--- src/rtl/hazard_ctrl.sv ---
// hazard_ctrl: pipeline hazard / stall / flush controller.
//
// Resolves hazards in one priority chain, highest first:
//   1. MEM wait        2. flush (new or pending)
//   3. EX busy         4. load-use         5. none
// All stall/flush outputs are combinational from the state and the current inputs.
// A flush requested while MEM is waiting is remembered in FLUSH_PEND.
// It is then applied once, in the first cycle with mem_ready_i=1.
//
// Optional feature: define HAZARD_PERF_CNT_EN to build a saturating 32-bit
// counter of cycles with stall_if_o=1. Without it, stall_cnt_o is tied to 0.
//
// Ports:
//   clk_i, rst_i             clock, synchronous active-high reset
//   id_rreq_i  [RP]          per-port ID read request
//   id_raddr_i [RP*5]        per-port ID read address (port i at [i*5 +: 5])
//   ex_we_i, ex_is_load_i    EX writes a register / EX is a load
//   ex_waddr_i [5]           EX destination register
//   ex_busy_i                EX multi-cycle unit not finished
//   mem_ready_i              MEM stage can accept/retire this cycle
//   flush_req_i              single-cycle flush request from MEM
//   stall_{if,id,ex,mem}_o   hold the named pipeline register
//   flush_{id,ex,mem}_o      load a bubble into the named pipeline register
//   stall_cnt_o [32]         cycles with stall_if_o=1 (0 without the macro)
module hazard_ctrl #(
    parameter int unsigned READ_PORTS = 2
) (
    input  logic                      clk_i,
    input  logic                      rst_i,
    input  logic [READ_PORTS-1:0]     id_rreq_i,
    input  logic [READ_PORTS*5-1:0]   id_raddr_i,
    input  logic                      ex_we_i,
    input  logic                      ex_is_load_i,
    input  logic [4:0]                ex_waddr_i,
    input  logic                      ex_busy_i,
    input  logic                      mem_ready_i,
    input  logic                      flush_req_i,
    output logic                      stall_if_o,
    output logic                      stall_id_o,
    output logic                      stall_ex_o,
    output logic                      stall_mem_o,
    output logic                      flush_id_o,
    output logic                      flush_ex_o,
    output logic                      flush_mem_o,
    output logic [31:0]               stall_cnt_o
);

    localparam int unsigned AddrW = 5;
    localparam int unsigned CntW  = 32;

    typedef enum logic [0:0] {
        IDLE       = 1'b0,
        FLUSH_PEND = 1'b1
    } state_e;

    state_e state_q, state_d;
    logic   hit;
    logic   load_use;
    logic   flush_now;

    // ID read port matches the EX destination; r0 never hits
    always_comb begin
        hit = 1'b0;
        for (int i = 0; i < int'(READ_PORTS); i++) begin
            if (id_rreq_i[i] && ex_we_i &&
                (id_raddr_i[i*AddrW +: AddrW] != AddrW'(0)) &&
                (id_raddr_i[i*AddrW +: AddrW] == ex_waddr_i)) begin
                hit = 1'b1;
            end
        end
    end

    // A non-load hit is resolved by EX forwarding and needs no stall
    assign load_use  = hit && ex_is_load_i;
    assign flush_now = flush_req_i || (state_q == FLUSH_PEND);

    // State register
    always_ff @(posedge clk_i) begin
        if (rst_i) begin
            state_q <= IDLE;
        end else begin
            state_q <= state_d;
        end
    end

    // Next state: hold the flush across MEM wait cycles; a new request merges with a pending one
    always_comb begin
        state_d = IDLE;
        if (!mem_ready_i && flush_now) begin
            state_d = FLUSH_PEND;
        end
    end

    // Outputs: priority chain
    always_comb begin
        stall_if_o  = 1'b0;
        stall_id_o  = 1'b0;
        stall_ex_o  = 1'b0;
        stall_mem_o = 1'b0;
        flush_id_o  = 1'b0;
        flush_ex_o  = 1'b0;
        flush_mem_o = 1'b0;
        if (rst_i) begin
            // all outputs held at 0 during reset
        end else if (!mem_ready_i) begin
            stall_if_o  = 1'b1;
            stall_id_o  = 1'b1;
            stall_ex_o  = 1'b1;
            stall_mem_o = 1'b1;
        end else if (flush_now) begin
            flush_id_o  = 1'b1;
            flush_ex_o  = 1'b1;
            flush_mem_o = 1'b1;
        end else if (ex_busy_i) begin
            // EX holds; bubble into MEM since nothing leaves EX
            stall_if_o  = 1'b1;
            stall_id_o  = 1'b1;
            stall_ex_o  = 1'b1;
            flush_mem_o = 1'b1;
        end else if (load_use) begin
            // one bubble: the load advances to MEM and is then forwardable
            stall_if_o  = 1'b1;
            stall_id_o  = 1'b1;
            flush_ex_o  = 1'b1;
        end
    end

`ifdef HAZARD_PERF_CNT_EN
    logic [CntW-1:0] cnt_q, cnt_d;

    // Saturating count of cycles with stall_if_o=1
    always_comb begin
        cnt_d = cnt_q;
        if (stall_if_o && (cnt_q != {CntW{1'b1}})) begin
            cnt_d = cnt_q + CntW'(1);
        end
    end

    always_ff @(posedge clk_i) begin
        if (rst_i) begin
            cnt_q <= '0;
        end else begin
            cnt_q <= cnt_d;
        end
    end

    assign stall_cnt_o = cnt_q;
`else
    assign stall_cnt_o = CntW'(0);
`endif

endmodule

--- config.mk ---
export PLATFORM = sky130hd
export DESIGN_NAME = hazard_ctrl
export DESIGN_NICKNAME = d
export VERILOG_FILES = /design/src/rtl/hazard_ctrl.sv
export SDC_FILE = /design/constraint.sdc
export NUM_CORES = 1
export LEC_CHECK = 0
export ABC_AREA = 1
export ABC_CLOCK_PERIOD_IN_PS = 3010
export CAP_MARGIN = 20
export CORE_UTILIZATION = 30
export CTS_CLUSTER_SIZE = 16
export DETAILED_ROUTE_END_ITERATION = 7
export PLACE_DENSITY_LB_ADDON = 0.25
export SLEW_MARGIN = 40
export SYNTH_ARGS = -nofsm -noshare
export SYNTH_HDL_FRONTEND = slang
export SYNTH_SLANG_ARGS = --single-unit
--- constraint.sdc ---
create_clock -name clk_i -period 3.01 [get_ports clk_i]
set_input_delay 0.602 -clock clk_i [delete_from_list [all_inputs] [get_ports clk_i]]
set_output_delay 0.602 -clock clk_i [all_outputs]
set_load 0.01 [all_outputs]
==> impl_metrics.py <==
metrics = {
    "placement": {
        "dp.final_hpwl_um": 1070,
        "place_ws_ns": 0.0391,
        "dpl_cell_area_um2": 774,
        "portBuffers": 30,
        "routabilityCongestion": 0.785,
    },
    "worst_setup_path": {
        "critPathTopFamily": "buffers and inverters",
        "cp.arrival_ns": 2.28,
        "crit_type": "in -> out",
        "slowest_delay_ns": 0.56,
        "cp.required_ns": 2.41,
        "cp_common_cell": "nand2_1",
        "crit_buf_inv": 3,
        "crit_chain": "clkdlybuf4s50_1 > inv_1 > nand2_1 > nand2_1 > nor2_1 > nand4_1 > nand2_1 > nand2_1 > a21oi_1 > clkdlybuf4s50_1",
        "critPathCaptureType": "output pin",
        "critPathLaunchType": "primary input",
        "crit_fanout": 3,
        "worst_path_max_delay_cell": "clkdlybuf4s50_1",
    },
    "die": {
        "initial_utilization_pct": 32.6,
        "dieWidth_um": 45.8,
        "row_count": 15,
        "die_area_um2": 2090,
        "design.core.area_um2": 1760,
        "ios": 63,
        "die_h_um": 45.8,
    },
    "routing": {
        "ant_nets": 0,
        "vias": 574,
        "wirelength_um": 1170,
        "drcViolationCount": 0,
        "drt-initial-drc-count": 9,
        "vias_per_cell": 3.54,
        "wl_per_cell_um": 7.24,
        "drt_pass1_iterations": 4,
    },
    "global_route": {
        "antenna_found_initial": 0,
        "gr-total-overflow": 0,
        "grt_pass1_wl_um": 1750,
        "grt_max_degree": 7,
        "grt.total_usage_pct": 10.8,
        "first_global_vias": 454,
    },
    "sta": {
        "whs_ns": 0.584,
        "hold_violations": 0,
        "fmax_mhz": 347,
        "rsz0062_at_grt": "false",
        "fin_ws_ns": 0.126,
        "layout_min_cycle_time_ns": 2.88,
        "slew_violations": 0,
        "min_period_over_period_pct": 95.8,
        "finalSetupViolations": 0,
        "fin_skew_ns": 0,
        "tns_ns": 0,
    },
    "layout": {
        "largest_reg_flops": 1,
        "synthToLayoutAreaGrowth_pct": 35.7,
        "diodes": 0,
        "nets": 163,
        "layout-drive-gt1-share_pct": 0.730,
        "utilization_pct": 44.2,
        "reg_top3": "state_q: 1 flops",
        "stdcell_area_um2": 779,
        "regMostFlops": "state_q",
    },
    "pwr": {
        "powerDensity_nw_per_um2": 141,
        "vdd_drop_max_mv": 0.0743,
        "p_leak_nw": 0.479,
    },
    "clock_tree": {
        "cts.repair.resized": 0,
        "cts_hold_buffers": 0,
        "path_clk_slew_ns": 0,
        "post_cts_buffers": 0,
        "clk_latency_ns": 0,
    },
    "logic_synthesis": {
        "ys_ff_latch": 1,
        "synthXorXnorAreaFrac_pct": 1.53,
        "synth_compound_area_share_pct": 4.79,
        "postSynthCellCount": 109,
        "ys_types": 14,
        "syn-cell-area_um2": 574,
        "synth_fa_ha_area_share_pct": 0,
        "ys_seq_area_share_pct": 3.49,
        "synth_simple_gate_area_share_pct": 34.6,
        "synthMuxAreaShare_pct": 0,
        "synth_top_family_by_area": "buffers and inverters",
        "yosys_warnings": 0,
        "syn_area_per_cell_um2": 5.27,
    },
    "flow_run": {
        "drv_cap": 0,
    },
    "outcome": {
        "outcome": "finished, final reports clean",
    },
    "hold_path": {
        "hold_path_class": "reg -> reg",
    },
}
## area by class of cell
| class | instances | area (um2) |
|---|---|---|
| fill | 191 | 985 |
| inverter | 18 | 67.6 |
| multi-input combinational | 88 | 355 |
| sequential | 1 | 20.0 |
| tap | 25 | 31.3 |
| timing repair buffer | 30 | 305 |
## per-layer routing
metal / GRT usage [%] / vias to the layer above / wire length [um]
met1: 14.7 / 234 / 484
met2: 20.3 / 29 / 603
met3: 0 / 0 / 85
met5: 0 / - / 0
met4: 0 / 0 / 0
li1: - / 311 / -
## worst register-to-register path, delay by kind of cell (launching register included)
| family | cells | cell delay, ns |
|---|---|---|
| simple gates | 2 | 0.29 |
| flops | 1 | 0.29 |
## Yosys cell counts, drive strengths merged
master | instances | area share [%]
nand3 | 4 | 3.5
nand4 | 1 | 1.1
nor2 | 11 | 7.6
a21oi | 3 | 2.6
nand2 | 33 | 22
buf | 33 | 43
xor2 | 1 | 1.5
nor3 | 1 | 0.87
o21bai | 1 | 1.3
dfxtp | 1 | 3.5
conb | 1 | 0.65
inv | 18 | 12
o21ai | 1 | 0.87
## power by group
group          internal, mW  switching, mW  total (mW)
logic                0.0457         0.0494      0.0951
registers            0.0142       0.000297      0.0145
clock network             0              0           0
## worst paths after layout
check,from,to,slack (ns),cells past startpoint
worst min register to register,state_q,state_q,0.58,2
worst max register to register,state_q,state_q,2.31,2
worst max-delay path,ex_waddr_i[3],flush_ex_o,0.13,10
worst min-delay path,state_q,state_q,0.58,2
## stage by stage
stage / instances / total power, mW
after floorplan: 140 / 0.0919
after global placement: 162 / 0.109
after detailed placement: 162 / 0.109
after CTS: 162 / 0.110
after global routing: 162 / 0.121
final: 162 / 0.110
## logic make-up (layout without fill, tap and decap cells)
logic type,Yosys count,in the layout
AO/OA/AOI/OAI,5,5
XOR/XNOR,1,1
buffers and inverters,51,48
flip-flops,1,1
other,1,32
AND/OR/NAND/NOR,50,50
## placed cells by master, fill, tap and decap left out, drive strengths merged, types with 2 or more instances in the layout
cell type	Yosys	final
a21oi	3	3
clkdlybuf4s50	0	28
conb	1	32
dlymetal6s2s	0	2
inv	18	18
nand2	33	33
nand3	4	4
nor2	11	11
Power figures use the tool's default switching activity.
